**src/rtl/pcs_block_lock_multi.sv**
```systemverilog
//==============================================================================
// Module      : pcs_block_lock_multi
// Description : Per-lane 64b/66b sync-header block lock with gearbox slip
//               handshake and a registered all-lanes-locked status.
//               Optional lock-loss counters: define PCS_BLOCK_LOCK_STATS_EN.
// Revision    : 1.0 - initial multi-lane release
//==============================================================================
`default_nettype none

module pcs_block_lock_multi #(
    parameter int LANE_N      = 4,
    parameter int SH_CNT_N    = 64,
    parameter int INVALID_MAX = 16
) (
    input  logic                  clk,
    input  logic                  nreset,
    input  logic [LANE_N-1:0]     signal_ok_i,
    input  logic [LANE_N-1:0]     head_v_i,
    input  logic [2*LANE_N-1:0]   head_i,
    input  logic [LANE_N-1:0]     slip_done_i,
    output logic [LANE_N-1:0]     slip_v_o,
    output logic [LANE_N-1:0]     lock_v_o,
    output logic                  all_lock_v_o
`ifdef PCS_BLOCK_LOCK_STATS_EN
    ,
    output logic [8*LANE_N-1:0]   lock_loss_cnt_o
`endif
);

    localparam int c_cnt_w = $clog2(SH_CNT_N) + 1;
    localparam logic [c_cnt_w-1:0] c_sh_max  = c_cnt_w'(SH_CNT_N);
    localparam logic [c_cnt_w-1:0] c_inv_max = c_cnt_w'(INVALID_MAX);

    typedef enum logic [1:0] {
        ST_RESET_CNT = 2'd0,
        ST_TEST      = 2'd1,
        ST_SLIP_REQ  = 2'd2,
        ST_SLIP_WAIT = 2'd3
    } state_t;

    logic r_all_lock;

    for (genvar g = 0; g < LANE_N; g++) begin : g_lane
        state_t             r_state;
        state_t             w_state_nxt;
        logic               r_lock;
        logic               w_lock_nxt;
        logic [c_cnt_w-1:0] r_sh_cnt;
        logic [c_cnt_w-1:0] r_inv_cnt;
        logic [c_cnt_w-1:0] w_sh_cnt_nxt;
        logic [c_cnt_w-1:0] w_inv_cnt_nxt;
        logic [c_cnt_w-1:0] w_sh_inc;
        logic [c_cnt_w-1:0] w_inv_inc;
        logic [1:0]         w_head;
        logic               w_head_bad;

        assign w_head     = head_i[2*g +: 2];
        assign w_head_bad = (w_head == 2'b00) || (w_head == 2'b11);
        assign w_sh_inc   = r_sh_cnt + c_cnt_w'(1);
        assign w_inv_inc  = r_inv_cnt + c_cnt_w'(w_head_bad);

        always_comb begin
            w_state_nxt   = r_state;
            w_lock_nxt    = r_lock;
            w_sh_cnt_nxt  = r_sh_cnt;
            w_inv_cnt_nxt = r_inv_cnt;
            // Losing the PMA signal overrides everything, including a pending slip.
            if (!signal_ok_i[g]) begin
                w_state_nxt   = ST_RESET_CNT;
                w_lock_nxt    = 1'b0;
                w_sh_cnt_nxt  = '0;
                w_inv_cnt_nxt = '0;
            end else begin
                case (r_state)
                    ST_RESET_CNT: begin
                        w_sh_cnt_nxt  = '0;
                        w_inv_cnt_nxt = '0;
                        w_state_nxt   = ST_TEST;
                    end
                    ST_TEST: begin
                        if (head_v_i[g]) begin
                            if (w_head_bad && (!r_lock || (w_inv_inc == c_inv_max))) begin
                                w_lock_nxt    = 1'b0;
                                w_state_nxt   = ST_SLIP_REQ;
                                w_sh_cnt_nxt  = '0;
                                w_inv_cnt_nxt = '0;
                            end else if (w_sh_inc == c_sh_max) begin
                                // Window complete; a clean window grants lock.
                                if (w_inv_inc == '0) begin
                                    w_lock_nxt = 1'b1;
                                end
                                w_sh_cnt_nxt  = '0;
                                w_inv_cnt_nxt = '0;
                            end else begin
                                w_sh_cnt_nxt  = w_sh_inc;
                                w_inv_cnt_nxt = w_inv_inc;
                            end
                        end
                    end
                    ST_SLIP_REQ: begin
                        w_state_nxt = ST_SLIP_WAIT;
                    end
                    ST_SLIP_WAIT: begin
                        if (slip_done_i[g]) begin
                            w_state_nxt = ST_RESET_CNT;
                        end
                    end
                    default: begin
                        w_state_nxt = ST_RESET_CNT;
                    end
                endcase
            end
        end

        always_ff @(posedge clk) begin
            if (!nreset) begin
                r_state   <= ST_RESET_CNT;
                r_lock    <= 1'b0;
                r_sh_cnt  <= '0;
                r_inv_cnt <= '0;
            end else begin
                r_state   <= w_state_nxt;
                r_lock    <= w_lock_nxt;
                r_sh_cnt  <= w_sh_cnt_nxt;
                r_inv_cnt <= w_inv_cnt_nxt;
            end
        end

        // The request is a pure state decode, so it lasts exactly one cycle.
        assign slip_v_o[g] = (r_state == ST_SLIP_REQ);
        assign lock_v_o[g] = r_lock;

`ifdef PCS_BLOCK_LOCK_STATS_EN
        logic [7:0] r_loss_cnt;

        always_ff @(posedge clk) begin
            if (!nreset) begin
                r_loss_cnt <= '0;
            end else if (r_lock && !w_lock_nxt && (r_loss_cnt != 8'hFF)) begin
                r_loss_cnt <= r_loss_cnt + 8'd1;
            end
        end

        assign lock_loss_cnt_o[8*g +: 8] = r_loss_cnt;
`endif
    end

    always_ff @(posedge clk) begin
        if (!nreset) begin
            r_all_lock <= 1'b0;
        end else begin
            r_all_lock <= &lock_v_o;
        end
    end

    assign all_lock_v_o = r_all_lock;

endmodule

`default_nettype wire

```
**config.mk**
```make
export PLATFORM = sky130hd
export DESIGN_NAME = pcs_block_lock_multi
export DESIGN_NICKNAME = d
export VERILOG_FILES = /design/src/rtl/pcs_block_lock_multi.sv
export SDC_FILE = /design/constraint.sdc
export NUM_CORES = 1
export LEC_CHECK = 0
export ABC_CLOCK_PERIOD_IN_PS = 7200
export CAP_MARGIN = 0
export CORE_UTILIZATION = 56
export DETAILED_ROUTE_END_ITERATION = 7
export PLACE_DENSITY = 0.82
export SKIP_CTS_REPAIR_TIMING = 1
export SYNTH_ARGS = -nofsm -noshare
export SYNTH_HDL_FRONTEND = slang
export SYNTH_SLANG_ARGS = --single-unit
```
**constraint.sdc**
```tcl
create_clock -name clk -period 7.2 [get_ports clk]
set_clock_uncertainty 0.1 [all_clocks]
set_input_delay 0.72 -clock clk [delete_from_list [all_inputs] [get_ports clk]]
set_output_delay 0.72 -clock clk [all_outputs]
set_load 0.02 [all_outputs]
```
==> results of run 1 <==
worst min-delay path by stage:
stage,slack (ns),from,to
2_1_floorplan,0.34,g_lane[2].r_sh_cnt[6],g_lane[2].r_sh_cnt[6]
3_3_place_gp,0.36,g_lane[2].r_sh_cnt[6],g_lane[2].r_sh_cnt[6]
3_5_place_dp,0.37,g_lane[2].r_inv_cnt[0],g_lane[2].r_inv_cnt[0]
4_1_cts,0.38,g_lane[2].r_sh_cnt[6],g_lane[2].r_sh_cnt[6]
5_1_grt,0.42,g_lane[2].r_sh_cnt[6],g_lane[2].r_sh_cnt[6]
6_report,0.39,g_lane[2].r_sh_cnt[6],g_lane[2].r_sh_cnt[6]
state kept, by name, indices dropped and copies added, names as in the netlist:
name / cells
all_lock_v_o: 1
g_lane.r_inv_cnt: 28
g_lane.r_sh_cnt: 28
g_lane.r_state: 8
g_lane.r_lock: 4
Yosys cell counts (all sizes together), types with 3 or more instances:
cell type and number:
buf 8, nand2 43, a21o 7, xor2 6
and2 8, mux2i 9, clkbuf 12, or4 3
xnor2 14, nand2b 12, and3 21, ha 28
a41oi 5, nand3 38, a22oi 5, nor2b 6
nor2 44, nor4 3, nand4b 4, o21a 3
a2111oi 4, a211oi 4, nor3 13, a32oi 8
a31oi 34, o21ai 23, a21oi 21, nand3b 5
inv 19, nand4 8, dfxtp 69, a22o 7
or4b 3
worst reg2reg max path, delay by kind of cell, from the launching register on:
family	cells	cell delay (ns)
flip-flops	1	0.32
adder cells (fa/ha/maj)	2	0.55
AO/OA/AOI/OAI	5	1.58
AND/OR/NAND/NOR	1	0.19
per-layer routing:
| metal | part of all wire (%) | vias up | global-route usage, % | routed length (um) |
|---|---|---|---|---|
| met2 | 48 | 104 | 41.0 | 4630 |
| met5 | 0 | - | 0 | 0 |
| met1 | 46 | 1902 | 30.0 | 4410 |
| met4 | 1.1 | 0 | 6.28 | 104 |
| met3 | 4.7 | 10 | 5.92 | 452 |
| li1 | - | 2016 | - | - |
cell type report:
class                           count  area share (%)
Clock buffer                       12            3.01
Clock inverter                      4           0.985
Multi-Input combinational cell    418            57.1
Inverter                           19            1.48
Timing Repair Buffer               30            6.22
Tap cell                           99            2.57
Sequential cell                    69            28.6
kinds of logic after synthesis:
family | synth area share [%]
buffers and inverters | 4.12
DFF | 32.0
and+or+nand+nor | 25.8
xor gates and xnor gates | 4.06
adders and majority gates | 8.12
muxes | 2.09
AOI/OAI and AO/OA | 23.8
stage by stage:
| step | hold WS (ns) | instances |
|---|---|---|
| 6_report | 0.385 | 651 |
| 3_5_place_dp | 0.372 | 635 |
| 4_1_cts | 0.382 | 651 |
| 2_1_floorplan | 0.339 | 526 |
| 3_3_place_gp | 0.357 | 635 |
| 5_1_grt | 0.419 | 651 |
power by group:
group / internal, mW / switching (mW)
Clock: 0.169 / 0.147
Sequential: 0.385 / 0.00337
Combinational: 0.0344 / 0.0538
==> flow_summary_export.csv, run 1 <==
group,metric,value,unit
finish,layout_commonest_cell,"dfxtp_1",
clocking,clk_pin_slew_worst_paths,0.08,ns
job,cap_violations,0,
timing,finalHoldViolations,0,
timing,timing.fmax,255,MHz
floorplan,core,0.00737,mm2
synthesis,synth.ff_latch_count,69,
synthesis,synth_edf_count,0,
power,cellPowerDensity,164,mW/mm2
placement,port_buffers,30,
setup_path,path_max_fanout,9,
clocking,cts.sinks,69,
route,wl,9590,um
floorplan,die_area,0.00806,mm2
setup_path,endpoint,"g_lane[3].r_sh_cnt[6]",
status,status,"complete, no violations",
setup_path,path_class,"primary input to flip-flop",
finish,post-route-util,65.5,%
setup_path,reg2reg_to,"g_lane[0].r_sh_cnt[6]",
placement,dp_hpwl,6830,um
finish,seq_area,0.00138,mm2
timing,tns,0,ns
setup_path,startpoint,"head_i[7]",
placement,post_dp_cell_area,0.00463,mm2
route,drtIter0Drc,144,
setup_path,cpMostUsedCell,"ha_1",
setup_path,rr_startpoint,"g_lane[0].r_inv_cnt[0]",
timing,slew-limit-headroom,26.9,%
global_route,grt_first_pass_wirelength,16400,um
setup_path,crit_arrival,4.07,ns
global_route,grt_pass1_vias,3756,
clocking,cts_tree,"built",
floorplan,io_pins,31,
floorplan,rows,31,
clocking,cts_root_buf,"clkbuf_8",
synthesis,synth-async-reset-ratio,0,%
synthesis,ys.flop_type,"dfxtp_1",
finish,multi_input_area,0.00276,mm2
timing,finalSetupViolCount,0,
finish,final_nets,597,
floorplan,initial_utilization,58.6,%
synthesis,synth_area_leader_cell,"dfxtp_1",
synthesis,yosysWarningCount,0,
synthesis,yosysSeqAreaShare,32.0,%
clocking,cts_max_level,3,
setup_path,start_kind,"primary input",
min_path,worstHoldPathCells,2,
clocking,clock_latency,0.35,ns
timing,fin_crit_sh,54.6,%
synthesis,synth_area_leaders,"dfxtp_1 32%, ha_1 8.1%, a31oi_1 4.9%",
floorplan,die_h,89.8,um
setup_path,path_buf_inv,1,
clocking,numCtsBuffers,9,
setup_path,cp_top_family,"compound AO/OA/AOI/OAI gates",
floorplan,die_w,89.8,um
route,ant_nets,0,
synthesis,syn_inst,526,
power,power.leakage,1.76,nW
route,first_pass_iters,4,
synthesis,synth_top_area_share,32.0,%
power,ir_worst_vdd,0.115,mV
global_route,grt_max_degree,16,
clocking,clock_path_buffers,2,
finish,n_fill_cell,609,
route,drc,0,
setup_path,crit_chain,"clkdlybuf4s50_1 > xnor2_1 > ha_1 > ha_1 > nand2_1 > a2111oi_0 > o221a_2 > a2111oi_4 > a21o_1 > a22o_1",
finish,mostFrequentLayoutCells,"69 x dfxtp_1, 44 x nor2_1, 43 x nand2_1, 38 x nand3_1, 34 x a31oi_1",
setup_path,cp-end-kind,"flip-flop",
setup_path,worstRegToRegCells,8,
min_path,hold_class,"flip-flop to flip-flop",
finish,layout-drive-gt1-share,4.53,%
synthesis,synth_nets,576,
setup_path,cp.required,7.34,ns
route,viasPerCell,6.19,
route,drt-wirelength-per-cell,14.7,um
power,total_power,792,uW
synthesis,avgSynthCellArea,8.21,um2
placement,place_ws,3.05,ns
timing,slew_violations,0,
setup_path,slowest_stage,"xnor2_1",
setup_path,slowest_delay,0.78,ns
timing,setup_ws,3.27,ns
timing,period_minus_slack,3.93,ns
finish,areaGrowthSynthToFinish,11.8,%
placement,gp_congestion,0.889,
synthesis,synth.distinct_cells,63,
setup_path,r2r_slack,4.41,ns
route,vias,4032,
global_route,track_usage,24.0,%
global_route,grt_antenna_before_repair,0,
setup_path,cp_num_cells,10,
finish,diodes,0,
synthesis,netlist_area,0.00432,mm2
finish,fin_area,0.00483,mm2
timing,grt_setup_unrepaired,"false",
global_route,gr-total-overflow,0,
timing,tightestPinTransition,1.10,ns
No activity file was read; power rests on OpenSTA's default activity.
==> run 2: changes to the inputs <==
--- a/config.mk
+++ b/config.mk
@@ -5,7 +5,7 @@
 export SDC_FILE = /design/constraint.sdc
 export NUM_CORES = 1
 export LEC_CHECK = 0
-export ABC_CLOCK_PERIOD_IN_PS = 7200
+export ABC_CLOCK_PERIOD_IN_PS = 3700
 export CAP_MARGIN = 0
 export CORE_UTILIZATION = 56
 export DETAILED_ROUTE_END_ITERATION = 7
==> constraint.sdc (replaced) <==
create_clock -name clk -period 3.7 [get_ports clk]
set_clock_uncertainty 0.1 [all_clocks]
set_input_delay 0.37 -clock clk [delete_from_list [all_inputs] [get_ports clk]]
set_output_delay 0.37 -clock clk [all_outputs]
set_load 0.02 [all_outputs]
==> flow_summary_export.csv, run 2 (synthesis gave the netlist of run 1 again) <==
group,metric,value,unit
clocking,cts_tree,"built",
timing,slew-limit-headroom,30.6,%
setup_path,rr_startpoint,"g_lane[0].r_inv_cnt[0]",
floorplan,initial_utilization,58.6,%
setup_path,path_max_fanout,7,
global_route,gr-total-overflow,0,
timing,period_minus_slack,3.07,ns
route,first_pass_iters,5,
floorplan,die_h,89.8,um
min_path,worstHoldPathCells,1,
timing,tightestPinTransition,1.04,ns
min_path,min_to,"g_lane[2].r_inv_cnt[0]",
global_route,grt_first_pass_wirelength,16300,um
setup_path,worstRegToRegCells,8,
timing,slew_violations,0,
power,power.leakage,1.79,nW
power,cellPowerDensity,323,mW/mm2
global_route,met1_usage,30.0,%
power,ir_worst_vdd,0.216,mV
floorplan,die_w,89.8,um
timing,fin_hold_ws,0.390,ns
finish,biggestRegsByFlops,"g_lane.r_inv_cnt: 28 flops, g_lane.r_sh_cnt: 28 flops, g_lane.r_state: 8 flops",
setup_path,crit_arrival,3.24,ns
route,drc,0,
global_route,grtUsageMet3,6.51,%
route,vias,4070,
route,wl,9780,um
setup_path,cp.required,3.87,ns
setup_path,slowest_stage,"a2111oi_1",
setup_path,start_kind,"primary input",
finish,layout-drive-gt1-share,5.75,%
clocking,numCtsBuffers,9,
route,drt-wirelength-per-cell,14.9,um
timing,timing.fmax,325,MHz
job,cap_violations,0,
timing,finalHoldViolations,0,
timing,grt_setup_unrepaired,"false",
placement,port_buffers,30,
clocking,cts.sinks,69,
global_route,grt_pass1_vias,3743,
route,drtIter0Drc,136,
timing,tns,0,ns
timing,fin_crit_sh,83.0,%
setup_path,path_class,"primary input to flip-flop",
setup_path,r2r_slack,0.95,ns
finish,final_nets,602,
global_route,busiest_layer,"met2",
finish,diodes,0,
floorplan,rows,31,
placement,gp_congestion,0.891,
finish,layout_commonest_cell,"dfxtp_1",
finish,areaGrowthSynthToFinish,13.1,%
route,viasPerCell,6.20,
clocking,cts_root_buf,"clkbuf_8",
setup_path,path_buf_inv,1,
global_route,grt_max_degree,16,
route,ant_nets,0,
min_path,hold_class,"flip-flop to flip-flop",
min_path,worstHoldStart,"g_lane[2].r_inv_cnt[0]",
setup_path,reg2reg_to,"g_lane[0].r_inv_cnt[6]",
global_route,grt_use_met2,40.1,%
clocking,clock_path_buffers,2,
setup_path,cp-end-kind,"flip-flop",
clocking,clock_latency,0.36,ns
status,status,"complete, no violations",
global_route,track_usage,24.5,%
setup_path,slowest_delay,0.53,ns
clocking,clk_pin_slew_worst_paths,0.08,ns
placement,dp_hpwl,7040,um
setup_path,crit_chain,"clkdlybuf4s50_1 > xnor2_1 > ha_1 > ha_1 > xnor2_1 > nand4_1 > a2111oi_1 > a31oi_1 > or4_1 > o31ai_1",
finish,mostFrequentLayoutCells,"69 x dfxtp_1, 44 x nor2_1, 43 x nand2_1, 38 x nand3_1, 34 x a31oi_1",
global_route,grt_antenna_before_repair,1,
floorplan,die_area,0.00806,mm2
timing,finalSetupViolCount,0,
floorplan,core,0.00737,mm2
floorplan,io_pins,31,
clocking,cts_max_level,3,
setup_path,cp_top_family,"compound AO/OA/AOI/OAI gates",
run 2: cell types whose count changed in the layout (fill, tap and decap cells not counted), sizes merged:
| cell | change |
|---|---|
| clkinvlp | +1 |
| buf | +5 |
| clkbuf | -1 |
run 2: per-stage QoR:
stage | instances | utilization [%] | setup WS (ns) | instance area, um2 | power [mW]
global route | 656 | 66.2 | 0.364 | 4880 | 1.64
CTS | 656 | 66.2 | 0.614 | 4880 | 1.59
global placement | 640 | 63.4 | 0.443 | 4670 | 0.942
finish | 656 | 66.2 | 0.627 | 4880 | 1.57
detailed placement | 640 | 63.4 | 0.248 | 4670 | 0.949
floorplan | 526 | - | 0.658 | 4320 | 0.884
run 2: worst max path at each step:
stage	endpoint	start	cells after the start	slack, ns
3_5_place_dp	g_lane[0].r_state[0]	head_i[1]	10	0.25
4_1_cts	g_lane[0].r_state[0]	head_i[1]	10	0.61
2_1_floorplan	g_lane[3].r_sh_cnt[6]	head_i[7]	9	0.66
6_report	g_lane[0].r_state[0]	head_i[1]	10	0.63
3_3_place_gp	g_lane[0].r_state[0]	head_i[1]	10	0.44
5_1_grt	g_lane[0].r_inv_cnt[6]	head_i[1]	10	0.36
run 2: layer usage:
metal	wire, um	share of wire [%]	vias up
met5	13	0.13	-
met4	211	2.2	2
met3	470	4.8	28
met2	4690	48	100
met1	4390	45	1912
li1	-	-	2028
run 2: final cells by class:
cell class	count	area, um2
Clock inverter	5	58.8
Tap cell	99	124
Inverter	19	71.3
Clock buffer	11	151
Timing Repair Buffer	35	338
Sequential cell	69	1380
Fill cell	639	2490
Multi-Input combinational cell	418	2760
run 2: power breakdown:
group / leakage [nW] / internal, mW / switching, mW / total [mW]
clock: 0.102 / 0.348 / 0.293 / 0.641
combinational: 1.13 / 0.0731 / 0.106 / 0.179
sequential: 0.557 / 0.749 / 0.00652 / 0.755
total: 1.79 / 1.17 / 0.405 / 1.57
==> run 3: changes to the inputs <==
--- a/config.mk
+++ b/config.mk
@@ -5,7 +5,7 @@
 export SDC_FILE = /design/constraint.sdc
 export NUM_CORES = 1
 export LEC_CHECK = 0
-export ABC_CLOCK_PERIOD_IN_PS = 3700
+export ABC_CLOCK_PERIOD_IN_PS = 2870
 export CAP_MARGIN = 0
 export CORE_UTILIZATION = 56
 export DETAILED_ROUTE_END_ITERATION = 7
==> constraint.sdc (replaced) <==
create_clock -name clk -period 2.87 [get_ports clk]
set_clock_uncertainty 0.1 [all_clocks]
set_input_delay 0.287 -clock clk [delete_from_list [all_inputs] [get_ports clk]]
set_output_delay 0.287 -clock clk [all_outputs]
set_load 0.02 [all_outputs]
==> flow_summary_export.csv, run 3 (synthesis gave the netlist of run 1 again) <==
group,metric,value,unit
floorplan,die_w,89.8,um
global_route,grt_pass1_vias,3961,
finish,layout_commonest_cell,"dfxtp_1",
setup_path,slowest_delay,0.43,ns
floorplan,die_area,0.00806,mm2
setup_path,path_buf_inv,2,
clocking,cts_root_buf,"clkbuf_8",
setup_path,cp-end-kind,"flip-flop",
timing,slew_violations,0,
timing,fin_crit_sh,94.2,%
global_route,grt_antenna_before_repair,0,
setup_path,cpMostUsedCell,"ha_1",
clocking,clock_path_buffers,2,
route,viasPerCell,6.04,
global_route,track_usage,25.9,%
floorplan,core,0.00737,mm2
setup_path,start_kind,"primary input",
finish,areaGrowthSynthToFinish,20.3,%
clocking,cts_max_level,3,
global_route,gr-total-overflow,0,
setup_path,startpoint,"head_i[5]",
placement,dp_hpwl,7180,um
clocking,numCtsBuffers,9,
timing,finalHoldViolations,0,
floorplan,rows,31,
global_route,grt_first_pass_wirelength,17300,um
setup_path,cp.required,3.01,ns
placement,port_buffers,30,
timing,slew-limit-headroom,46.9,%
power,cellPowerDensity,410,mW/mm2
placement,gp_congestion,0.900,
floorplan,io_pins,31,
route,drt-wirelength-per-cell,14.5,um
finish,diodes,0,
finish,post-route-util,70.5,%
finish,final_nets,639,
setup_path,path_max_fanout,7,
finish,n_fill_cell,589,
timing,grt_setup_unrepaired,"false",
floorplan,initial_utilization,58.6,%
min_path,hold_class,"flip-flop to flip-flop",
global_route,grt_max_degree,16,
setup_path,rr_startpoint,"g_lane[2].r_inv_cnt[0]",
route,ant_nets,0,
route,wl,10000,um
timing,finalSetupViolCount,0,
finish,final_cells,693,
route,vias,4184,
route,first_pass_iters,4,
power,ir_worst_vdd,0.248,mV
route,drtIter0Drc,130,
setup_path,path_class,"primary input to flip-flop",
clocking,cts_tree,"built",
job,cap_violations,0,
clocking,clock_latency,0.36,ns
route,drc,0,
status,status,"complete, no violations",
timing,tightestPinTransition,0.792,ns
clocking,clk_pin_slew_worst_paths,0.07,ns
setup_path,crit_chain,"clkdlybuf4s50_1 > xnor2_1 > ha_1 > ha_1 > nand2b_1 > o211a_1 > a2111o_1 > a21bo_1 > buf_4 > a41oi_1 > a31oi_1",
finish,mostFrequentLayoutCells,"69 x dfxtp_1, 44 x nor2_1, 43 x nand2_1, 42 x buf_4, 38 x nand3_1",
placement,post-place-cells,677,
floorplan,die_h,89.8,um
timing,period_minus_slack,2.70,ns
setup_path,slowest_stage,"a2111o_1",
setup_path,cp_top_family,"compound AO/OA/AOI/OAI gates",
finish,layout-drive-gt1-share,12.1,%
min_path,worstHoldStart,"g_lane[2].r_inv_cnt[0]",
timing,timing.fmax,370,MHz
power,power.leakage,2.00,nW
clocking,cts.sinks,69,
setup_path,crit_arrival,2.84,ns
finish,biggestRegsByFlops,"g_lane.r_inv_cnt: 28 flops, g_lane.r_sh_cnt: 28 flops, g_lane.r_state: 8 flops",
-- run 3: changes by cell type in the layout (fill, tap and decap cells not counted), sizes merged --
cell / previous run / this run
clkinvlp: 2 / 1
buf: 5 / 42
clkinv: 2 / 3
clkbuf: 11 / 10
bufinv: 1 / 2
-- run 3: routing by layer --
metal  part of all wire, %  vias to the layer above  GRT usage, %
met4                   2.1                        0          9.97
li1                      -                     2099             -
met3                   5.1                       23          5.08
met2                    47                      114          44.0
met5                     0                        -             0
met1                    46                     1948          32.2
-- run 3: layout make-up --
| class | instances | area, um2 | share of cell area, % |
|---|---|---|---|
| multi-input cells | 418 | 2780 | 53.5 |
| flip-flops and latches | 69 | 1380 | 26.6 |
| clock buffers | 10 | 138 | 2.65 |
| repair buffers | 72 | 616 | 11.9 |
| clock inverters | 6 | 86.3 | 1.66 |
| well taps | 99 | 124 | 2.38 |
| inverters | 19 | 71.3 | 1.37 |
-- run 3: power breakdown --
part	internal [mW]	switching (mW)	leakage, nW	total, mW
logic	0.114	0.145	1.33	0.259
clock network	0.511	0.387	0.112	0.898
registers	0.965	0.00826	0.557	0.973
total	1.59	0.540	2.00	2.13
-- run 3: worst reg2reg max path: cells and delay by family (launching register included) --
family / cells / cell delay (ns)
adders and majority gates: 2 / 0.48
DFF: 1 / 0.34
buffers and inverters: 1 / 0.17
AOI/OAI and AO/OA: 5 / 1.17
and+or+nand+nor: 1 / 0.08
-- run 3: path summary, 6_finish.rpt --
kind / endpoint / slack [ns] / depth (start not counted)
max: g_lane[2].r_inv_cnt[5] / 0.17 / 11
min: g_lane[2].r_inv_cnt[0] / 0.39 / 1
max reg2reg: g_lane[2].r_inv_cnt[5] / 0.41 / 9
min reg2reg: g_lane[2].r_inv_cnt[0] / 0.39 / 1
-- run 3: per-stage QoR --
step                      instance area [um2]  setup TNS, ns  total power, mW  setup WS, ns  hold slack (ns)
after floorplan                          4320              0             1.14        0.0791            0.339
after global placement                   4960          -1.91             1.24        -0.190            0.360
after detailed placement                 4960          -4.01             1.25        -0.239            0.372
after CTS                                5180              0             2.14         0.106            0.391
after global routing                     5190              0             2.21        0.0109            0.402
final                                    5190              0             2.13         0.166            0.393
